--- src/rtl/vdp_pkg.sv ---
// vdp_pkg
// Shared definitions for the VDP host port: command op codes, VDP host-bus
// mode encodings, VDP register indices and the state encodings of the two
// FSMs (bus phase sequencer and command sequencer).
package vdp_pkg;

   // Host command op codes (cmd_op)
   typedef enum logic [1:0] {
      OP_SET_REG    = 2'b00,
      OP_READ_REG   = 2'b01,
      OP_WRITE_VRAM = 2'b10,
      OP_READ_VRAM  = 2'b11
   } op_e;

   // VDP host-bus mode encodings (vdp_mode)
   localparam logic [1:0] MODE_SELECT = 2'b00;
   localparam logic [1:0] MODE_REG    = 2'b01;
   localparam logic [1:0] MODE_VRAM   = 2'b10;

   // VDP register indices
   localparam logic [3:0] REG_VRAM_WADDR_LO = 4'd0;
   localparam logic [3:0] REG_VRAM_WADDR_HI = 4'd1;
   localparam logic [3:0] REG_VRAM_RADDR_LO = 4'd2;
   localparam logic [3:0] REG_VRAM_RADDR_HI = 4'd3;
   localparam logic [3:0] REG_NAME_LO       = 4'd4;
   localparam logic [3:0] REG_NAME_HI       = 4'd5;
   localparam logic [3:0] REG_COLOUR_LO     = 4'd6;
   localparam logic [3:0] REG_COLOUR_HI     = 4'd7;
   localparam logic [3:0] REG_PATTERN_LO    = 4'd8;
   localparam logic [3:0] REG_PATTERN_HI    = 4'd9;

   // One bus phase: SETUP -> STROBE (n cycles) -> HOLD
   typedef enum logic [1:0] {
      PH_IDLE   = 2'b00,
      PH_SETUP  = 2'b01,
      PH_STROBE = 2'b10,
      PH_HOLD   = 2'b11
   } phase_state_e;

   // Command sequencer: bus phases in flight, then optional VRAM gap
   typedef enum logic [1:0] {
      HP_IDLE  = 2'b00,
      HP_PHASE = 2'b01,
      HP_GAP   = 2'b10
   } host_state_e;

   // Mode of the main (non-select) phase of a command
   function automatic logic [1:0] op_mode(input op_e op);
      return op[1] ? MODE_VRAM : MODE_REG;
   endfunction

   // Register commands may need a preceding select phase
   function automatic logic op_is_reg(input op_e op);
      return !op[1];
   endfunction

endpackage

--- src/rtl/vdp_bus_phase.sv ---
// vdp_bus_phase
// Runs one VDP host-bus phase: SETUP (1 cycle, mode/data driven, strobes low)
// -> STROBE (STROBE_CYCLES cycles, one strobe high) -> HOLD (1 cycle, strobe
// low, mode/data unchanged). A new phase may start from IDLE or directly from
// HOLD so that two phases run back to back.
//
// Ports:
//   clk, reset     clock, synchronous active-high reset
//   start          begin a phase (honoured in IDLE or HOLD)
//   mode, wdata    mode and data for the phase, latched on start
//   is_read        1 = read strobe, 0 = write strobe, latched on start
//   state          current phase state (debug visibility)
//   done           high during the HOLD cycle
//   rd_valid       high during the HOLD cycle of a read phase
//   rdata          vdp_rdata captured on the last STROBE cycle of a read
//   vdp_*          VDP host bus
module vdp_bus_phase
   import vdp_pkg::*;
#(
   parameter int STROBE_CYCLES = 2
) (
   input  logic         clk,
   input  logic         reset,
   input  logic         start,
   input  logic [1:0]   mode,
   input  logic [7:0]   wdata,
   input  logic         is_read,
   output phase_state_e state,
   output logic         done,
   output logic         rd_valid,
   output logic [7:0]   rdata,
   output logic [1:0]   vdp_mode,
   output logic         vdp_read,
   output logic         vdp_write,
   output logic [7:0]   vdp_wdata,
   input  logic [7:0]   vdp_rdata
);

   localparam int CW = (STROBE_CYCLES > 1) ? $clog2(STROBE_CYCLES) : 1;

   phase_state_e state_nx;
   logic [CW-1:0] strobe_cnt;
   logic [1:0]    mode_q;
   logic [7:0]    wdata_q;
   logic          is_read_q;
   logic [7:0]    rdata_q;
   logic          can_start;
   logic          last_strobe;

   assign can_start   = (state == PH_IDLE) || (state == PH_HOLD);
   assign last_strobe = (state == PH_STROBE) && (strobe_cnt == '0);

   // State register
   always_ff @(posedge clk) begin
      if (reset) state <= PH_IDLE;
      else       state <= state_nx;
   end

   // Next-state logic
   always_comb begin
      state_nx = state;
      case (state)
         PH_IDLE:   if (start) state_nx = PH_SETUP;
         PH_SETUP:  state_nx = PH_STROBE;
         PH_STROBE: if (strobe_cnt == '0) state_nx = PH_HOLD;
         PH_HOLD:   state_nx = start ? PH_SETUP : PH_IDLE;
         default:   state_nx = PH_IDLE;
      endcase
   end

   // Phase datapath: latched mode/data, strobe length counter, read capture
   always_ff @(posedge clk) begin
      if (reset) begin
         strobe_cnt <= '0;
         mode_q     <= MODE_SELECT;
         wdata_q    <= 8'h00;
         is_read_q  <= 1'b0;
         rdata_q    <= 8'h00;
      end else begin
         if (start && can_start) begin
            mode_q    <= mode;
            wdata_q   <= wdata;
            is_read_q <= is_read;
         end
         if (state == PH_SETUP)
            strobe_cnt <= CW'(STROBE_CYCLES - 1);
         else if (state == PH_STROBE && strobe_cnt != '0)
            strobe_cnt <= strobe_cnt - 1'b1;
         if (last_strobe && is_read_q)
            rdata_q <= vdp_rdata;
      end
   end

   // Outputs: mode/data stay on the bus from SETUP through HOLD and beyond,
   // so the VDP sees stable values around the strobe falling edge.
   always_comb begin
      vdp_mode  = mode_q;
      vdp_wdata = wdata_q;
      vdp_read  = (state == PH_STROBE) &&  is_read_q;
      vdp_write = (state == PH_STROBE) && !is_read_q;
      done      = (state == PH_HOLD);
      rd_valid  = (state == PH_HOLD) && is_read_q;
      rdata     = rdata_q;
   end

endmodule

--- src/rtl/vdp_host_port.sv ---
// vdp_host_port
// CPU-side bus initiator for the VDP register/VRAM port. Accepts commands on
// a valid/ready interface and sequences one or two bus phases per command,
// followed by an idle gap after VRAM accesses.
//
// Handshake: a command transfers on a rising clk edge where cmd_valid and
// cmd_ready are both high; cmd_op/cmd_reg/cmd_data are sampled only on that
// edge. cmd_ready is high only while idle. resp_valid is a one-cycle pulse
// with no backpressure; resp_data holds the last read result.
//
// Ports:
//   clk, reset                 clock, synchronous active-high reset
//   cmd_valid/cmd_ready        command handshake
//   cmd_op/cmd_reg/cmd_data    op code, register index, write value
//   resp_valid/resp_data       read result pulse / held result
//   vdp_mode/read/write/wdata  VDP host bus outputs
//   vdp_rdata                  VDP read data
module vdp_host_port
   import vdp_pkg::*;
#(
   parameter int STROBE_CYCLES   = 2,
   parameter int VRAM_GAP_CYCLES = 16
) (
   input  logic       clk,
   input  logic       reset,
   input  logic       cmd_valid,
   output logic       cmd_ready,
   input  logic [1:0] cmd_op,
   input  logic [3:0] cmd_reg,
   input  logic [7:0] cmd_data,
   output logic       resp_valid,
   output logic [7:0] resp_data,
   output logic [1:0] vdp_mode,
   output logic       vdp_read,
   output logic       vdp_write,
   output logic [7:0] vdp_wdata,
   input  logic [7:0] vdp_rdata
);

   localparam int GW = (VRAM_GAP_CYCLES > 1) ? $clog2(VRAM_GAP_CYCLES) : 1;

   host_state_e  state, state_nx;
   op_e          cmd_op_e;
   op_e          op_q;
   logic [3:0]   reg_q;
   logic [7:0]   data_q;
   logic         sel_phase_q;  // phase in flight is a select; main phase follows
   logic         sel_valid;
   logic [3:0]   sel_reg;
   logic [GW-1:0] gap_cnt;

   logic         accept, hit, need_sel;
   logic         ph_start, ph_done;
   logic [1:0]   ph_mode;
   logic [7:0]   ph_wdata;
   logic         ph_is_read;
   phase_state_e ph_state;

   assign cmd_op_e = op_e'(cmd_op);
   assign accept   = cmd_valid && cmd_ready;
   assign hit      = sel_valid && (sel_reg == cmd_reg);
   assign need_sel = op_is_reg(cmd_op_e) && !hit;

   // State register
   always_ff @(posedge clk) begin
      if (reset) state <= HP_IDLE;
      else       state <= state_nx;
   end

   // Next-state logic
   always_comb begin
      state_nx = state;
      case (state)
         HP_IDLE:  if (accept) state_nx = HP_PHASE;
         HP_PHASE: if (ph_done && !sel_phase_q)
                      state_nx = op_is_reg(op_q) ? HP_IDLE : HP_GAP;
         HP_GAP:   if (gap_cnt == '0) state_nx = HP_IDLE;
         default:  state_nx = HP_IDLE;
      endcase
   end

   // Outputs: handshake and phase launch. The first phase is launched
   // straight from the command inputs on the accept edge so SETUP lands in
   // the cycle right after accept; the main phase following a select is
   // launched from the HOLD cycle using the registered command.
   always_comb begin
      cmd_ready  = (state == HP_IDLE);
      ph_start   = 1'b0;
      ph_mode    = op_mode(op_q);
      ph_wdata   = data_q;
      ph_is_read = op_q[0];
      case (state)
         HP_IDLE: begin
            if (cmd_valid) begin
               ph_start = 1'b1;
               if (need_sel) begin
                  ph_mode    = MODE_SELECT;
                  ph_wdata   = {4'b0000, cmd_reg};
                  ph_is_read = 1'b0;
               end else begin
                  ph_mode    = op_mode(cmd_op_e);
                  ph_wdata   = cmd_data;
                  ph_is_read = cmd_op_e[0];
               end
            end
         end
         HP_PHASE: if (ph_done && sel_phase_q) ph_start = 1'b1;
         default: ;
      endcase
   end

   // Command registers, select cache and gap counter
   always_ff @(posedge clk) begin
      if (reset) begin
         op_q        <= OP_SET_REG;
         reg_q       <= 4'h0;
         data_q      <= 8'h00;
         sel_phase_q <= 1'b0;
         sel_valid   <= 1'b0;
         sel_reg     <= 4'h0;
         gap_cnt     <= '0;
      end else begin
         if (accept) begin
            op_q        <= cmd_op_e;
            reg_q       <= cmd_reg;
            data_q      <= cmd_data;
            sel_phase_q <= need_sel;
         end
         if (state == HP_PHASE && ph_done && sel_phase_q) begin
            sel_phase_q <= 1'b0;
            sel_valid   <= 1'b1;
            sel_reg     <= reg_q;
         end
         // Loaded at every final HOLD; only used when GAP follows.
         if (state == HP_PHASE && ph_done && !sel_phase_q)
            gap_cnt <= GW'(VRAM_GAP_CYCLES - 1);
         else if (state == HP_GAP && gap_cnt != '0)
            gap_cnt <= gap_cnt - 1'b1;
      end
   end

   vdp_bus_phase #(
      .STROBE_CYCLES (STROBE_CYCLES)
   ) u_phase (
      .clk       (clk),
      .reset     (reset),
      .start     (ph_start),
      .mode      (ph_mode),
      .wdata     (ph_wdata),
      .is_read   (ph_is_read),
      .state     (ph_state),
      .done      (ph_done),
      .rd_valid  (resp_valid),
      .rdata     (resp_data),
      .vdp_mode  (vdp_mode),
      .vdp_read  (vdp_read),
      .vdp_write (vdp_write),
      .vdp_wdata (vdp_wdata),
      .vdp_rdata (vdp_rdata)
   );

   // ph_state is kept as a named signal for probing the phase sequencer.
   phase_state_e ph_state_dbg;
   assign ph_state_dbg = ph_state;

endmodule

--- config.mk ---
export PLATFORM = sky130hd
export DESIGN_NAME = vdp_host_port
export DESIGN_NICKNAME = d
export VERILOG_FILES = /design/src/rtl/vdp_pkg.sv /design/src/rtl/vdp_bus_phase.sv /design/src/rtl/vdp_host_port.sv
export SDC_FILE = /design/constraint.sdc
export NUM_CORES = 1
export LEC_CHECK = 0
export CELL_PAD_IN_SITES_DETAIL_PLACEMENT = 1
export CELL_PAD_IN_SITES_GLOBAL_PLACEMENT = 2
export CORE_AREA = 4 4 85 87
export DETAILED_ROUTE_END_ITERATION = 12
export DIE_AREA = 0 0 89 91
export DONT_BUFFER_PORTS = 1
export HOLD_SLACK_MARGIN = 0.08
export PLACE_DENSITY = 0.82
export SETUP_SLACK_MARGIN = 0.1
export SYNTH_ARGS = -nofsm -noshare
export SYNTH_HDL_FRONTEND = slang
export SYNTH_SLANG_ARGS = --single-unit
export TNS_END_PERCENT = 50
--- constraint.sdc ---
create_clock -name clk -period 2.4 [get_ports clk]
set_clock_uncertainty 0.1 [all_clocks]
set_input_delay 0.24 -clock clk [delete_from_list [all_inputs] [get_ports clk]]
set_output_delay 0.24 -clock clk [all_outputs]
set_load 0.02 [all_outputs]
==> impl_metrics.tcl, run 1 <==
set metrics [dict create \
    synthesis.area_um2 2346 \
    synth_common_cells "48 x dfxtp_1, 34 x nand2_1, 28 x a21oi_1, 21 x nor2_1, 19 x inv_1" \
    path_buf_inv 2 \
    diodes 0 \
    synth_xor_area_share_pct 2.827 \
    cts_buffers 5 \
    clock-sinks 48 \
    fillers 741 \
    fin_crit_ns 2.122 \
    fmax_mhz 471.3 \
    vias 1951 \
    criticalPathCategory "reg -> reg" \
    synth-simple-area-share_pct 16.53 \
    fin_setup_tns_ns 0 \
    io_pins 47 \
    endpoint_kind "flop" \
    synthArstFlopShare_pct 0 \
    synth_fp_nets 297 \
    yosysSeqAreaShare_pct 40.96 \
    cp.arrival_ns 2.22 \
    final-seq-area_um2 960.9 \
    wl_per_cell_um 16.75 \
    grt_overflow 0 \
    p_per_area_nw_per_um2 807.9 \
    layout-drive-gt1-share_pct 11.11 \
    dieHeight_um 91 \
    cts_tree "done" \
    min-delay-path-class "in -> reg" \
    multi_input_area_um2 1247 \
    cts_max_path_buffers 2 \
    drtPass1Iterations 4 \
    clk_pin_slew_ns 0.10 \
    path_delay_family "buffers and inverters" \
    whs_ns 0.1031 \
    worstHoldStart "cmd_data[1]" \
    crit_required_ns 2.50 \
    h-tree-depth 2 \
    synth_warnings 0 \
    drc 0 \
    slew_headroom_pct 63.81 \
    initial_core_util_pct 36.95 \
    ys_ff_latch 48 \
    synth_top_area_share_pct 40.96 \
    yosys-top-cells-area "dfxtp_1 41%, a21oi_1 6.0%, mux2i_1 5.5%" \
    dieArea_um2 8099 \
    place.gp.congestion 0.8213 \
    clk_latency_ns 0.30 \
    r2r_start "state[0]" \
    grt_usage_pct 15.89 \
    cp_slowest_cell "or3b_1" \
    crit_path_start_kind "flop" \
    avgSynthCellArea_um2 8.820 \
    p_leak_nw 1.109 \
    port_buffers 0 \
    grt_pass1_wl_um 10220 \
    die_w_um 89 \
    cp_slowest_stage_delay_ns 0.62 \
    synth_compound_area_share_pct 24.43 \
    drv_cap 0 \
    ys_types 51 \
    setup_viol 0 \
    synth.most_common_cell "dfxtp_1" \
    vdd_ir_drop_max_mv 0.2971 \
    netlist_instances 266 \
    ant_nets 0 \
    critPathLaunch "state[0]" \
    synth_top_family_by_area "compound AO/OA/AOI/OAI gates" \
    finalHoldViolCount 0 \
    coreArea_um2 6350 \
    synth_ff_type "dfxtp_1" \
    status "finished clean" \
    period_share_pct 88.40 \
    ctsRootBufferMaster "clkbuf_8" \
    drt_iter0_drc 70 \
    cp_max_fo 15 \
    worstMarginPinSlew_ns 0.5428 \
    rsz0062_at_grt "no" \
    antenna_found_initial 0 \
    synth_enable_flop_cells 0 \
    dp_hpwl_um 4273 \
    synth_top_area_cell "dfxtp_1" \
    wirelength_um 6113 \
    rows 29 \
    grt_max_degree 41 \
    final_nets 318 \
    avgViaCountPerCell 5.345 \
    synthAdderAreaFrac_pct 3.200 \
    grt_pass1_vias 2068 \
    area_growth_pct 18.24 \
    path_cells "or3b_1 -> buf_4 -> nand2_1 -> a21oi_1 -> dlygate4sd3_1" \
    drv_slew 0 \
    synth_mux_area_share_pct 5.547 \
]
==> metrics by stage <==
stage          area (um2)  util (%)  total power [mW]  instances  setup WS (ns)
2_1_floorplan        2346         -             1.472        266         0.4630
3_3_place_gp         2414     38.01             1.590        335         0.1948
3_5_place_dp         2414     38.01             1.610        335         0.1067
4_1_cts              2765     43.55             2.267        365         0.2137
5_1_grt              2774     43.68             2.377        365         0.1228
6_report             2774     43.68             2.241        365         0.2784
==> report_power, final <==
part	switching [mW]	internal, mW
sequential	0.124	0.885
clock	0.285	0.314
combinational	0.346	0.286
==> cells in the final DEF, fill, tap and decap left out, types with 7 or more instances in the layout <==
cell type and count:
buf_4 7, dlygate4sd3_1 21, nor2_1 21, nand2_1 34, o21ai_0 8, inv_1 19
mux2i_1 13, dfxtp_1 48, a21oi_1 28
==> layout make-up <==
| class | instances | area share (%) |
|---|---|---|
| Clock buffer | 5 | 2.481 |
| Clock inverter | 3 | 1.669 |
| Inverter | 19 | 2.571 |
| Multi-Input combinational cell | 184 | 44.97 |
| Sequential cell | 48 | 34.64 |
| Tap cell | 77 | 3.473 |
| Timing Repair Buffer | 29 | 10.19 |
==> logic make-up after synthesis <==
group | count (synthesis)
AO/OA/AOI/OAI | 82
XOR/XNOR | 5
adder cells (fa/ha/maj) | 6
buffers and inverters | 34
flip-flops | 48
multiplexers | 13
AND/OR/NAND/NOR | 78
==> worst paths after layout <==
| path | slack [ns] | cells past startpoint | end |
|---|---|---|---|
| worst max register to register | 0.28 | 5 | reg_q[0] |
| worst min register to register | 0.36 | 2 | reg_q[1] |
| worst max-delay path | 0.28 | 5 | reg_q[0] |
| worst min-delay path | 0.10 | 2 | u_phase.vdp_wdata[1] |
==> repair_timing <==
item,CTS,global route
pin swaps,0,0
buffers inserted,0,0
hold buffers,22,0
endpoints found under the setup margin,1,4
gates resized for setup,1,1
endpoints found under the hold margin,40,0
==> metal layers <==
metal / vias up / track usage (%) / part of all wire, %
met5: - / 0 / 0
met4: 0 / 3.722 / 1.2
met3: 7 / 3.077 / 4.0
met2: 32 / 27.17 / 50
met1: 923 / 20.45 / 45
li1: 989 / - / -
Power figures use the tool's default switching activity.
==> run 2, diff against run 1 <==
--- a/config.mk
+++ b/config.mk
@@ -5,14 +5,16 @@
 export SDC_FILE = /design/constraint.sdc
 export NUM_CORES = 1
 export LEC_CHECK = 0
+export ABC_AREA = 1
 export CELL_PAD_IN_SITES_DETAIL_PLACEMENT = 1
 export CELL_PAD_IN_SITES_GLOBAL_PLACEMENT = 2
 export CORE_AREA = 4 4 85 87
+export CTS_CLUSTER_SIZE = 24
 export DETAILED_ROUTE_END_ITERATION = 12
 export DIE_AREA = 0 0 89 91
 export DONT_BUFFER_PORTS = 1
 export HOLD_SLACK_MARGIN = 0.08
-export PLACE_DENSITY = 0.82
+export PLACE_DENSITY = 0.8
 export SETUP_SLACK_MARGIN = 0.1
 export SYNTH_ARGS = -nofsm -noshare
 export SYNTH_HDL_FRONTEND = slang
==> impl_metrics.tcl, run 2 <==
set metrics [dict create \
    status "finished clean" \
    h-tree-depth 2 \
    synth_top_area_cell "dfxtp_1" \
    yosys-top-cells-area "dfxtp_1 45%, nand2_1 13%, a21oi_1 7.1%" \
    io_pins 47 \
    fin_crit_ns 1.910 \
    synth_ff_type "dfxtp_1" \
    criticalPathCategory "reg -> reg" \
    final_cells 389 \
    gr-usage-met1_pct 19.16 \
    synth_mux_area_share_pct 0 \
    cp_max_fo 21 \
    mostFrequentLayoutCells "71 x nand2_1, 48 x dfxtp_1, 34 x nor2_1" \
    p_leak_nw 1.187 \
    synthesis.area_um2 2130 \
    wl_per_cell_um 14.11 \
    cp_slowest_stage_delay_ns 0.36 \
    grt_usage_pct 14.88 \
    grt_pass1_vias 1980 \
    diodes 0 \
    crit_required_ns 2.51 \
    initial_core_util_pct 33.54 \
    vias 1867 \
    dieArea_um2 8099 \
    synth_enable_flop_cells 0 \
    worstMarginPinSlew_ns 0.6128 \
    fin_setup_tns_ns 0 \
    grtUsageMet2_pct 23.45 \
    drv_slew 0 \
    synth_top_area_share_pct 45.12 \
    netlist_instances 289 \
    synth_compound_area_share_pct 14.75 \
    setup_viol 0 \
    min_path_cells 2 \
    slew_headroom_pct 59.01 \
    p_per_area_nw_per_um2 799.0 \
    cp.arrival_ns 2.02 \
    avgViaCountPerCell 4.799 \
    synth_xor_area_share_pct 0.8226 \
    synth-simple-area-share_pct 26.97 \
    synth_fp_nets 320 \
    grt_max_degree 22 \
    vdd_ir_drop_max_mv 0.3557 \
    clock-sinks 48 \
    yosysSeqAreaShare_pct 45.12 \
    dp_hpwl_um 3801 \
    place.gp.congestion 0.7373 \
    reg2reg_depth 8 \
    clk_pin_slew_ns 0.10 \
    synthArstFlopShare_pct 0 \
    ys_ff_latch 48 \
    layout-drive-gt1-share_pct 7.372 \
    drc 0 \
    cts_buffers 5 \
    coreArea_um2 6350 \
    use_met3_pct 5.068 \
    min-delay-path-class "in -> reg" \
    rsz0062_at_grt "no" \
    area_growth_pct 18.10 \
    final_nets 342 \
    synth_top_family_by_area "simple AND/OR/NAND/NOR gates" \
    drtPass1Iterations 4 \
    finalHoldViolCount 0 \
    placedCellCount 359 \
    synth.most_common_cell "nand2_1" \
    ant_nets 0 \
    antenna_found_initial 0 \
    ys_types 25 \
    p_total_mw 2.009 \
    synth_warnings 0 \
    port_buffers 0 \
    synthAdderAreaFrac_pct 3.525 \
    rows 29 \
    grt_overflow 0 \
    top_usage_layer "met2" \
    drt_iter0_drc 53 \
    wirelength_um 5487 \
    ctsRootBufferMaster "clkbuf_8" \
    period_share_pct 79.57 \
    fmax_mhz 523.7 \
    cp_slowest_cell "dfxtp_1" \
    crit_path_start_kind "flop" \
    cts_tree "done" \
    die_w_um 89 \
    grt_pass1_wl_um 9494 \
    avgSynthCellArea_um2 7.369 \
    synth_common_cells "71 x nand2_1, 48 x dfxtp_1, 34 x nor2_1, 31 x inv_1, 30 x a21oi_1" \
    clk_latency_ns 0.31 \
    drv_cap 0 \
    endpoint_kind "flop" \
    path_cells "nor2_4 -> nand2_4 -> inv_4 -> nor2_8 -> nor2_8 -> inv_2 -> a21oi_1 -> a21oi_1" \
    layout_commonest_cell "nand2_1" \
    dieHeight_um 91 \
    cts_max_path_buffers 2 \
]
==> run 2: routing by layer <==
metal | part of all wire (%) | up-vias
met5 | 0 | -
met4 | 1.3 | 0
met3 | 6.6 | 7
met2 | 46 | 35
met1 | 46 | 869
li1 | - | 956
==> run 2: timing repair <==
action | CTS | global route
resized for setup | 0 | 0
hold buffers | 22 | 0
setup buffers | 0 | 0
hold endpoints to repair | 31 | 0
==> run 2: cell families (layout without fill, tap and decap cells) <==
group                    Yosys count  in the layout
AO/OA/AOI/OAI                     60             60
XOR/XNOR                           2              2
adder cells (fa/ha/maj)            6              6
buffers and inverters             44             67
flip-flops                        48             48
AND/OR/NAND/NOR                  129            129
==> run 2: critical path: cells and delay by family, from the launching register on <==
| kind | cells | cell delay, ns |
|---|---|---|
| and+or+nand+nor | 4 | 0.70 |
| AOI/OAI and AO/OA | 2 | 0.22 |
| buffers and inverters | 2 | 0.42 |
| DFF | 1 | 0.36 |
==> run 2: metrics by stage <==
step	area, um2	worst slack, ns	hold slack (ns)	utilization [%]
floorplan	2130	0.9010	0.2091	-
global placement	2183	0.4768	0.2110	34.38
detailed placement	2183	0.4631	0.2133	34.38
CTS	2515	0.4580	0.1498	39.61
global route	2515	0.2990	0.1580	39.61
finish	2515	0.4904	0.1534	39.61
==> run 2: report_power, final <==
part	internal (mW)	switching, mW	leakage (nW)
registers	0.882	0.115	0.392
clock network	0.309	0.298	0.0541
logic	0.145	0.260	0.741
total	1.34	0.673	1.19
==> run 2: path summary, 6_finish.rpt <==
path	startpoint	endpoint	slack, ns
worst max register to register	state[0]	u_phase.vdp_wdata[2]	0.49
worst min-delay path	cmd_valid	state[0]	0.15
worst max-delay path	state[0]	u_phase.vdp_wdata[2]	0.49
worst min register to register	data_q[1]	data_q[1]	0.37
==> run 2: layout make-up <==
class | count | area, um2
inverters | 36 | 137.6
well taps | 77 | 96.34
clock buffers | 5 | 68.82
multi-input cells | 197 | 980.9
repair buffers | 23 | 227.7
flip-flops and latches | 48 | 960.9
clock inverters | 3 | 42.54
fillers | 799 | 3835
==> run 3, diff against run 2 <==
--- a/config.mk
+++ b/config.mk
@@ -5,7 +5,7 @@
 export SDC_FILE = /design/constraint.sdc
 export NUM_CORES = 1
 export LEC_CHECK = 0
-export ABC_AREA = 1
+export ABC_AREA = 0
 export CELL_PAD_IN_SITES_DETAIL_PLACEMENT = 1
 export CELL_PAD_IN_SITES_GLOBAL_PLACEMENT = 2
 export CORE_AREA = 4 4 85 87
@@ -14,7 +14,7 @@
 export DIE_AREA = 0 0 89 91
 export DONT_BUFFER_PORTS = 1
 export HOLD_SLACK_MARGIN = 0.08
-export PLACE_DENSITY = 0.8
+export PLACE_DENSITY = 0.82
 export SETUP_SLACK_MARGIN = 0.1
 export SYNTH_ARGS = -nofsm -noshare
 export SYNTH_HDL_FRONTEND = slang
==> constraint.sdc (replaced) <==
create_clock -name clk -period 1.9 [get_ports clk]
set_clock_uncertainty 0.1 [all_clocks]
set_input_delay 0.19 -clock clk [delete_from_list [all_inputs] [get_ports clk]]
set_output_delay 0.19 -clock clk [all_outputs]
set_load 0.02 [all_outputs]
==> impl_metrics.tcl, run 3 (synthesis gave the netlist of run 1 again) <==
set metrics [dict create \
    ant_nets 0 \
    stdcell_area_um2 2974 \
    wl_per_cell_um 17.02 \
    diodes 0 \
    cts_tree "done" \
    cts_buffers 5 \
    rsz0062_at_grt "yes" \
    endpoint_kind "flop" \
    initial_core_util_pct 36.95 \
    grt_pass1_wl_um 10590 \
    area_growth_pct 26.77 \
    grtUsageMet2_pct 26.79 \
    fin_ws_ns 0.06312 \
    fin_crit_ns 1.837 \
    die_w_um 89 \
    period_share_pct 96.68 \
    comb_power_share_pct 32.8 \
    wirelength_um 6449 \
    worstMarginPinSlew_ns 0.4114 \
    rrSetupSlack_ns 0.06 \
    antenna_found_initial 0 \
    layout_commonest_cell "dfxtp_1" \
    drt_iter0_drc 58 \
    p_switching_mw 1.079 \
    layout-drive-gt1-share_pct 17.88 \
    swShare_pct 34.61 \
    setup_viol 0 \
    dieArea_um2 8099 \
    avgViaCountPerCell 5.375 \
    grt_pass1_vias 2063 \
    status "finished clean" \
    clk_pin_slew_ns 0.10 \
    whs_ns 0.1101 \
    gr-usage-met1_pct 21.97 \
    mostFrequentLayoutCells "46 x dfxtp_1, 34 x nand2_1, 28 x a21oi_1" \
    final_nets 332 \
    drv_cap 0 \
    power_frac_seq_pct 42.2 \
    drtPass1Iterations 4 \
    ctsRootBufferMaster "clkbuf_8" \
    clockPowerShare_pct 25.0 \
    place.gp.congestion 0.8384 \
    drc 0 \
    io_pins 47 \
    slew_headroom_pct 72.47 \
    coreArea_um2 6350 \
    cp_max_fo 7 \
    p_leak_nw 1.188 \
    pre_cts_ws_ns -0.02736 \
    drv_slew 0 \
    dp_hpwl_um 4366 \
    p_per_area_nw_per_um2 1048 \
    port_buffers 0 \
    clk_latency_ns 0.32 \
    grt_max_degree 41 \
    grt_usage_pct 16.61 \
    dpl-instance-area_um2 2512 \
    cp.arrival_ns 1.94 \
    vias 2037 \
    crit_required_ns 2.00 \
    h-tree-depth 2 \
    grt_overflow 0 \
    rows 29 \
    dieHeight_um 91 \
    min-delay-path-class "in -> reg" \
    finalHoldViolCount 0 \
    vdd_ir_drop_max_mv 0.4191 \
    cts_max_path_buffers 2 \
    top_usage_layer "met2" \
    clock-sinks 48 \
    use_met3_pct 3.891 \
    crit_path_start_kind "flop" \
    p_int_mw 2.039 \
    criticalPathCategory "reg -> reg" \
    fmax_mhz 544.4 \
]
-- run 3: power groups by stage --
stage                     Clock [mW]  Combinational, mW  Sequential [mW]
after CTS                      0.803              0.921             1.28
after global routing           0.849               1.13             1.33
after floorplan                    0              0.624             1.27
after global placement             0              0.773             1.30
after detailed placement           0              0.797             1.30
final                          0.780               1.02             1.32
-- run 3: cell type report --
class / count / area (um2)
inverter: 19 / 73.82
clock inverter: 3 / 46.29
fill: 730 / 3376
clock buffer: 5 / 68.82
multi-input combinational: 184 / 1320
tap: 77 / 96.34
sequential: 48 / 968.4
timing repair buffer: 43 / 400.4
-- run 3: timing repair --
item	4_1_cts	5_1_grt
gates resized for setup	5	13
endpoints found under the setup margin	14	24
hold buffers	24	0
endpoints found under the hold margin	48	0
setup buffers	0	2
pin swaps	1	8
-- run 3: routing by layer --
layer	up-vias	wire length, um
met4	0	91
met3	9	255
met5	-	0
li1	1020	-
met1	978	2963
met2	30	3138
-- run 3: path summary, 6_finish.rpt --
kind	start	end	depth (start not counted)
worst min-delay path	cmd_reg[1]	u_phase.vdp_wdata[1]	4
worst max register to register	u_phase.state[1]	u_phase.vdp_wdata[1]	7
worst min register to register	data_q[2]	data_q[2]	2
worst max-delay path	u_phase.state[1]	u_phase.vdp_wdata[1]	7
-- run 3: worst max-delay path, cell delays in order (launching register included) --
cell and delay [ns]:
dfxtp_4 0.41, inv_4 0.05, ha_4 0.28, nor4bb_4 0.38, buf_4 0.17, a31oi_1 0.07
o221ai_1 0.17, o21ai_1 0.09
-- run 3: stage by stage --
step | std cells | utilization [%] | TNS, ns | total power [mW]
after floorplan | 266 | - | 0 | 1.894
after global placement | 345 | 39.57 | 0 | 2.074
after detailed placement | 345 | 39.57 | -0.07470 | 2.101
after CTS | 377 | 45.71 | 0 | 3.008
after global routing | 379 | 46.84 | -0.1998 | 3.314
final | 379 | 46.84 | 0 | 3.118
